--- config.mk ---
export PLATFORM = sky130hd
export DESIGN_NAME = pcileech_button_ctl
export DESIGN_NICKNAME = d
export VERILOG_FILES = /design/src/rtl/pcileech_button_ctl_pkg.sv /design/src/rtl/pcileech_debounce.sv /design/src/rtl/pcileech_button_ctl.sv
export SDC_FILE = /design/constraint.sdc
export NUM_CORES = 1
export LEC_CHECK = 0
export ABC_AREA = 1
export CAP_MARGIN = 40
export CORE_ASPECT_RATIO = 0.8
export CORE_UTILIZATION = 25
export CTS_CLUSTER_DIAMETER = 40
export CTS_CLUSTER_SIZE = 30
export DETAILED_ROUTE_END_ITERATION = 10
export PLACE_DENSITY = 0.47
export SLEW_MARGIN = 20
export SYNTH_ARGS = -nofsm -noshare
export SYNTH_HDL_FRONTEND = slang
export SYNTH_HIERARCHICAL = 1
export SYNTH_SLANG_ARGS = --single-unit
--- constraint.sdc ---
create_clock -name clk -period 4.3 [get_ports clk]
set_clock_uncertainty 0.05 [all_clocks]
set_input_delay 1.29 -clock clk [delete_from_list [all_inputs] [get_ports clk]]
set_output_delay 1.29 -clock clk [all_outputs]
set_load 0.02 [all_outputs]
--- src/rtl/pcileech_button_ctl_pkg.sv ---
// pcileech_button_ctl_pkg: hold-FSM states, default timing constants and blink helper
package pcileech_button_ctl_pkg;
  typedef enum logic [1:0] {IDLE, HOLD, FIRED, RELEASE} hold_state_t;
  localparam int unsigned DEF_DEBOUNCE_CYCLES = 1000000;
  localparam int unsigned DEF_POR_CYCLES = 64;
  localparam int unsigned DEF_RELOAD_CYCLES = 500000000;
  localparam int unsigned DEF_BLINK_BIT = 24;
  function automatic logic blink_on(input logic [63:0] tick, input int unsigned bb);
    return tick[bb] && ((tick >> (bb + 3)) == 64'd0);
  endfunction
endpackage

--- src/rtl/pcileech_debounce.sv ---
// pcileech_debounce: 2-flop synchronizer plus stable-count debouncer, output 1 = pressed
module pcileech_debounce
  import pcileech_button_ctl_pkg::*;
#(
  parameter int unsigned CYCLES = DEF_DEBOUNCE_CYCLES
) (
  input  logic clk,
  input  logic rst_n,
  input  logic btn_n,
  output logic pressed
);
  localparam int CW = $clog2(CYCLES) + 1;
  logic [1:0] sync;
  logic [CW-1:0] cnt;
  always_ff @(posedge clk) begin
    if (!rst_n) begin
      sync <= '0;
      cnt <= '0;
      pressed <= 1'b0;
    end else begin
      sync <= {sync[0], ~btn_n};
      if (sync[1] == pressed) begin
        cnt <= '0;
      end else if (cnt == CW'(CYCLES - 1)) begin
        cnt <= '0;
        pressed <= sync[1];
      end else begin
        cnt <= cnt + CW'(1);
      end
    end
  end
endmodule

--- src/rtl/pcileech_button_ctl.sv ---
// pcileech_button_ctl: debounced buttons driving power-on/system reset, long-hold
// config reload, a saturating tick counter and the power-on LED blink
module pcileech_button_ctl
  import pcileech_button_ctl_pkg::*;
#(
  parameter int unsigned DEBOUNCE_CYCLES = DEF_DEBOUNCE_CYCLES,
  parameter int unsigned POR_CYCLES = DEF_POR_CYCLES,
  parameter int unsigned RELOAD_CYCLES = DEF_RELOAD_CYCLES,
  parameter int unsigned BLINK_BIT = DEF_BLINK_BIT
) (
  input  logic        clk,
  input  logic        rst_n,
  input  logic        user_sw1_n,
  input  logic        user_sw2_n,
  output logic        sys_rst,
  output logic        cfg_reload,
  output logic [63:0] tickcount64,
  output logic        led_pwronblink,
  output logic        sw1_pressed
);
  logic sw1_db, sw2_db, fire;
  logic [63:0] tick_nxt;
  logic [31:0] hold_cnt;
  hold_state_t state, state_nxt;
  pcileech_debounce #(.CYCLES(DEBOUNCE_CYCLES)) u_db1 (
    .clk(clk), .rst_n(rst_n), .btn_n(user_sw1_n), .pressed(sw1_db)
  );
  pcileech_debounce #(.CYCLES(DEBOUNCE_CYCLES)) u_db2 (
    .clk(clk), .rst_n(rst_n), .btn_n(user_sw2_n), .pressed(sw2_db)
  );
  always_comb begin
    tick_nxt = sw2_db ? 64'd0 : (&tickcount64 ? tickcount64 : tickcount64 + 64'd1);
  end
  always_ff @(posedge clk) begin
    if (!rst_n) begin
      state <= IDLE;
      hold_cnt <= '0;
    end else begin
      state <= state_nxt;
      hold_cnt <= (state == HOLD && sw2_db) ? hold_cnt + 32'd1 : 32'd0;
    end
  end
  always_comb begin
    state_nxt = IDLE;
    case (state)
      IDLE:    state_nxt = sw2_db ? HOLD : IDLE;
      HOLD:    state_nxt = !sw2_db ? IDLE : (fire ? FIRED : HOLD);
      FIRED:   state_nxt = sw2_db ? FIRED : RELEASE;
      default: state_nxt = IDLE;
    endcase
  end
  // release on the terminal count wins because fire requires sw2 still held
  always_comb begin
    fire = state == HOLD && sw2_db && hold_cnt == 32'(RELOAD_CYCLES - 1);
  end
  // led is built from next-cycle tick and the same db1 sample that feeds sw1_pressed,
  // so the registered outputs stay mutually consistent
  always_ff @(posedge clk) begin
    if (!rst_n) begin
      tickcount64 <= '0;
      sys_rst <= 1'b1;
      cfg_reload <= 1'b0;
      sw1_pressed <= 1'b0;
      led_pwronblink <= 1'b0;
    end else begin
      tickcount64 <= tick_nxt;
      sys_rst <= sw2_db || tickcount64 < 64'(POR_CYCLES);
      cfg_reload <= fire;
      sw1_pressed <= sw1_db;
      led_pwronblink <= sw1_db ^ blink_on(tick_nxt, BLINK_BIT);
    end
  end
endmodule

==> results of run 1 <==
## path summary, 6_finish.rpt
path | from | to | slack (ns) | cells after the start
max | tickcount64[0]$_SDFFE_PP0N_ | led_pwronblink$_SDFF_PN0_ | 1.05 | 17
min | u_db2/sync[0]$_SDFF_PN0_ | u_db2/sync[1]$_SDFF_PN0_ | 0.36 | 2
max reg2reg | tickcount64[0]$_SDFFE_PP0N_ | led_pwronblink$_SDFF_PN0_ | 1.05 | 17
min reg2reg | u_db2/sync[0]$_SDFF_PN0_ | u_db2/sync[1]$_SDFF_PN0_ | 0.36 | 2
## per-stage QoR
step | instance area [sq um] | total power [uW] | setup WS (ns) | cells | hold slack, ns
2_1_floorplan | 8530 | 1450 | 1.88 | 1345 | 0.340
3_3_place_gp | 9730 | 1470 | 1.06 | 1835 | 0.344
3_5_place_dp | 9730 | 1470 | 1.08 | 1835 | 0.348
4_1_cts | 10300 | 3030 | 1.15 | 1867 | 0.364
5_1_grt | 10300 | 3080 | 0.782 | 1867 | 0.376
6_report | 10300 | 2990 | 1.05 | 1867 | 0.363
## Yosys cell counts, drive strengths merged
cell	number
a21o	2
a21oi	48
a22oi	1
a31oi	7
and2	1
buf	10
clkbuf	12
clkinv	4
dfxtp	150
ha	4
inv	140
nand2	366
nand3	91
nand3b	8
nand4	44
nor2	307
nor3	34
nor3b	5
nor4	20
o21a	2
o21ai	30
o21bai	2
o32ai	1
o41ai	1
or2	15
xnor2	22
xor2	18
## registers in the layout, summed over array words and instances, names as in the netlist, 2 cells and up
signal	count
state	2
tickcount64	64
u_db2/cnt	21
u_db1/cnt	21
u_db2/sync	2
hold_cnt	32
u_db1/sync	2
## power by group
| part | leakage (uW) | internal, uW | switching [uW] |
|---|---|---|---|
| registers | 0.00121 | 1390 | 5.09 |
| clock network | 0.000277 | 901 | 644 |
| logic | 0.00198 | 13.6 | 28.3 |
## logic make-up after synthesis
| kind of cell | share of synthesized area [%] |
|---|---|
| AO/OA/AOI/OAI | 5.95 |
| AND/OR/NAND/NOR | 46.5 |
| flip-flops | 35.2 |
| adder cells (fa/ha/maj) | 0.586 |
| XOR/XNOR | 4.10 |
| buffers and inverters | 7.64 |
## layout by cell type (no fill, tap or decap), drive strengths merged, types with 30 or more instances in the layout
cell / count
nand2: 366
a21oi: 48
clkdlybuf4s50: 71
o21ai: 30
nand4: 44
dfxtp: 150
inv: 140
nor3: 34
nand3: 91
nor2: 307
## worst max-delay path: stages (launching register included)
cell	delay, ns
dfxtp_1	0.39
ha_1	0.33
inv_2	0.11
nor2_4	0.05
nand2_4	0.10
nor2_8	0.06
nand2_2	0.09
clkinv_2	0.07
nand2_4	0.41
clkinv_1	0.32
o21ai_0	0.50
nand2_1	0.10
nor2_1	0.11
nand3_1	0.08
nor2_1	0.15
nand3_1	0.10
nand2_1	0.07
nor2_1	0.03
## per-layer routing
metal / up-vias / track usage (%) / routed length, um
met2: 191 / 25.8 / 12000
met5: - / 0 / 0
met3: 34 / 3.30 / 1540
li1: 4447 / - / -
met4: 0 / 4.70 / 467
met1: 3916 / 22.5 / 13800
## cell type report
type                            instances  area share (%)
Multi-Input combinational cell       1029            47.3
Inverter                              144            5.25
Clock buffer                           21            4.56
Timing Repair Buffer                   78            7.39
Tap cell                              434            5.26
Clock inverter                         11            1.21
Sequential cell                       150            29.1
==> metrics.yaml, run 1 <==
leakagePower_uw: 0.00346
routed_wirelength_um: 27800
cp-start-kind: "flip-flop"
p_per_area_nw_per_um2: 289
crit_path_end_kind: "flip-flop"
gp_congestion: 0.966
antenna_found_initial: 0
synth-seq-cells: 150
vias_per_cell: 4.60
worst_pin_slew_ns: 0.722
timing.fmax_mhz: 308
fin_crit_ns: 3.25
cts_sinks: 150
synthTopCellsByArea: "dfxtp_1, nand2_1, nor2_1"
cts_resized: 0
hold_viol_final: 0
area_delta_synth_final_pct: 21.0
h-tree-depth: 4
worstPathArrival_ns: 3.53
drtIter0Drc: 625
grt_max_degree: 43
drc: 0
clkTransAtPathRegs_ns: 0.07
initial_core_util_pct: 25.4
core_area_sq_um: 33600
netlist_area_sq_um: 8530
portBuffers: 71
cts_buffers: 17
maxSlewViolCount: 0
status: "finished clean"
maxCapViolCount: 0
clk_latency_ns: 0.44
die_w_um: 209
peakVddDrop_mv: 0.226
postCtsSetupBuffers: 0
dr.pass1.iters: 5
post_synth.cell_area_avg_sq_um: 6.35
clockRootBuffer: "clkbuf_16"
hp-class: "flip-flop to flip-flop"
die-area_sq_um: 34900
yosysTopAreaCell: "dfxtp_1"
n_antenna_cell: 0
row_count: 60
setup_viol: 0
cts_hold_buf: 0
routedWlPerCell_um: 14.9
multiInputGateArea_sq_um: 4880
synth_nets: 1353
cp.required_ns: 4.58
slew_headroom_pct: 51.7
synthCells: 1345
regArea_sq_um: 3000
finalNetCount: 1428
final.period_utilization_pct: 75.5
io_pins: 72
fp.dieH_um: 167
grt_overflow: 0
synth.distinct_cells: 43
utilization_pct: 30.7
synth_top_area_share_pct: 35.2
grt_pass1_wl_um: 44500
ys_warn_count: 6
ant_nets: 0
dp_hpwl_um: 21600
ctsLongestPathBuffers: 2
fill_cells: 3767
vias: 8588
grtUsageTotal_pct: 16.4
rsz0062_at_grt: "no"
drive_gt1_share_pct: 7.19
critPathKind: "flip-flop to flip-flop"
setup_tns_ns: 0
seq_area_frac_synth_pct: 35.2
cts_tree: "done"
grt_pass1_vias: 8102
cp_max_fo: 42
No activity file was read; power rests on OpenSTA's default activity.
==> run 2, diff against run 1 <==
Settings changed: PLACE_DENSITY 0.47 to 0.48.
Clock period 4.3 ns to 2.75 ns, I/O delays scaled along.
==> run 2 against run 1 <==
Die area is the same. Cell area grew 5.1%. Power grew 58%. Cell count grew 3.2%. Largest power group unchanged. Global-route usage grew 0.96 points. Flip-flop and latch count is the same. Non-clock buffer count grew 59. First-iteration DRC count shrank 6.2%. Worst hold slack gained 0.0074 ns. Clock-buffer cell count shrank 4.
==> metrics.yaml, run 2 (synthesis gave the netlist of run 1 again) <==
cpPeakStageDelay_ns: 0.68  # +0.18 ns
fill_cells: 3702  # -1.7%
worstPathArrival_ns: 1.70  # -1.83 ns
grtUsageTotal_pct: 17.3  # +0.96 points
area_delta_synth_final_pct: 27.1
peakVddDrop_mv: 0.379  # +68%
rr_worst_depth: 16  # -1
regMostFlops: "tickcount64"
worst-path-stages: 1  # -16
worst_pin_slew_ns: 0.679  # -0.0436 ns
seq_power_share_pct: 46.2  # -0.7 points
vias_per_cell: 4.61  # +0.22%
total_power_uw: 4730  # +58%
routedWlPerCell_um: 15.2  # +2.1%
crit_family: "buffers and inverters"
hold_viol_final: 0  # unchanged
largestRegisters: "tickcount64 x64, hold_cnt x32"
setup_viol: 0  # unchanged
drtIter0Drc: 586  # -6.2%
p_per_area_nw_per_um2: 436  # +51%
dp_hpwl_um: 23400  # +8.4%
status: "finished clean"
clockRootBuffer: "clkbuf_16"
cp_max_fo: 7  # -83%
hp-class: "flip-flop to flip-flop"
row_count: 60  # unchanged
p_int_uw: 3590  # +55%
combPwrFrac_pct: 1.7  # +0.3 points
drc: 0  # unchanged
maxCapViolCount: 0  # unchanged
routed_wirelength_um: 29300  # +5.3%
clk_latency_ns: 0.44  # about the same
p_switching_uw: 1140  # +69%
fp.dieH_um: 167  # unchanged
whs_ns: 0.371  # +0.00742 ns
critPathKind: "flip-flop to primary output"
maxSlewViolCount: 0  # unchanged
p_clk_share_pct: 52.1  # +0.4 points
switching_share_pct: 24.2  # +1.5 points
initial_core_util_pct: 25.4  # unchanged
io_pins: 72  # unchanged
rsz0062_at_grt: "yes"
timing.fmax_mhz: 389
grt_overflow: 0  # unchanged
cts_hold_buf: 0  # unchanged
cts_tree: "done"
slew_headroom_pct: 54.7  # +3.0 points
largest_register_ffs: 64  # unchanged
final_cell_mix: "nand2_1, nor2_1, dfxtp_1, inv_1, nand3_1"
cts_sinks: 150  # unchanged
crit_path_end_kind: "primary output"
grt_pass1_wl_um: 47000  # +5.6%
gp_congestion: 0.983  # +1.8%
cp-start-kind: "flip-flop"
antenna_found_initial: 0  # unchanged
grt_max_degree: 35  # -19%
leakagePower_uw: 0.00381  # +10%
setup_tns_ns: 0  # unchanged
final_cells: 1926  # +3.2%
fin_crit_ns: 2.57
setup_ws_ns: 0.179  # -0.873 ns
pre_cts_ws_ns: 0.169  # -0.911 ns
drive_gt1_share_pct: 11.7  # +4.5 points
h-tree-depth: 4  # unchanged
vias: 8879  # +3.4%
grt_pass1_vias: 8617  # +6.4%
layout_commonest_cell: "nand2_1"
dr.pass1.iters: 7  # +2
hold_depth: 2  # unchanged
ctsLongestPathBuffers: 2  # unchanged
clkTransAtPathRegs_ns: 0.07  # about the same
crit_chain: "clkdlybuf4s50_1"
finalNetCount: 1487  # +4.1%
final.period_utilization_pct: 93.5
dp.cells: 1893  # +3.2%
n_antenna_cell: 0  # unchanged
cts_buffers: 17  # unchanged
cp.required_ns: 1.88  # -2.70 ns
cp_num_buf_inv: 1  # -2
portBuffers: 71  # unchanged
die-area_sq_um: 34900  # unchanged
core_area_sq_um: 33600  # unchanged
ant_nets: 0  # unchanged
die_w_um: 209  # unchanged
cp_slowest_cell: "clkdlybuf4s50_1"
## run 2: repair_timing
action                                  in CTS  in global routing
endpoints found under the setup margin       0                  4
buffers inserted                             0                  1
gates resized for setup                      0                 14
## run 2: metrics by stage
stage	utilization, %	area [sq um]
after detailed placement	30.3	10200
after floorplan	-	8530
after CTS	32.1	10800
final	32.3	10800
after global routing	32.3	10800
after global placement	30.3	10200
## run 2: layer usage
| metal | GRT usage [%] | wire [um] | vias to the layer above |
|---|---|---|---|
| met3 | 2.98 | 1690 | 33 |
| li1 | - | - | 4568 |
| met2 | 26.8 | 12400 | 243 |
| met1 | 24.7 | 14700 | 4035 |
| met4 | 4.67 | 507 | 0 |
| met5 | 0 | 0 | - |
## run 2: area by class of cell
class                           count  area, sq um  area share, %
Clock inverter                     15          185           1.71
Clock buffer                       17          425           3.92
Timing Repair Buffer              137         1230           11.3
Sequential cell                   150         3010           27.8
Multi-Input combinational cell   1029         4910           45.2
Inverter                          144          546           5.03
Tap cell                          434          543           5.01
## run 2: path summary, 6_finish.rpt
kind / startpoint / end / slack (ns)
worst max register to register: tickcount64[6]$_SDFFE_PP0N_ / led_pwronblink$_SDFF_PN0_ / 0.22
worst min register to register: u_db1/sync[0]$_SDFF_PN0_ / u_db1/sync[1]$_SDFF_PN0_ / 0.37
worst min-delay path: u_db1/sync[0]$_SDFF_PN0_ / u_db1/sync[1]$_SDFF_PN0_ / 0.37
worst max-delay path: tickcount64[52]$_SDFF_PN0_ / tickcount64[52] / 0.18
## run 2: power by group through the flow
stage,clock [uW],sequential (uW),combinational [uW]
5_1_grt,2620,2180,88.5
3_5_place_dp,0,2230,83.0
2_1_floorplan,0,2240,34.1
3_3_place_gp,0,2230,83.8
4_1_cts,2540,2180,83.3
6_report,2470,2180,81.9
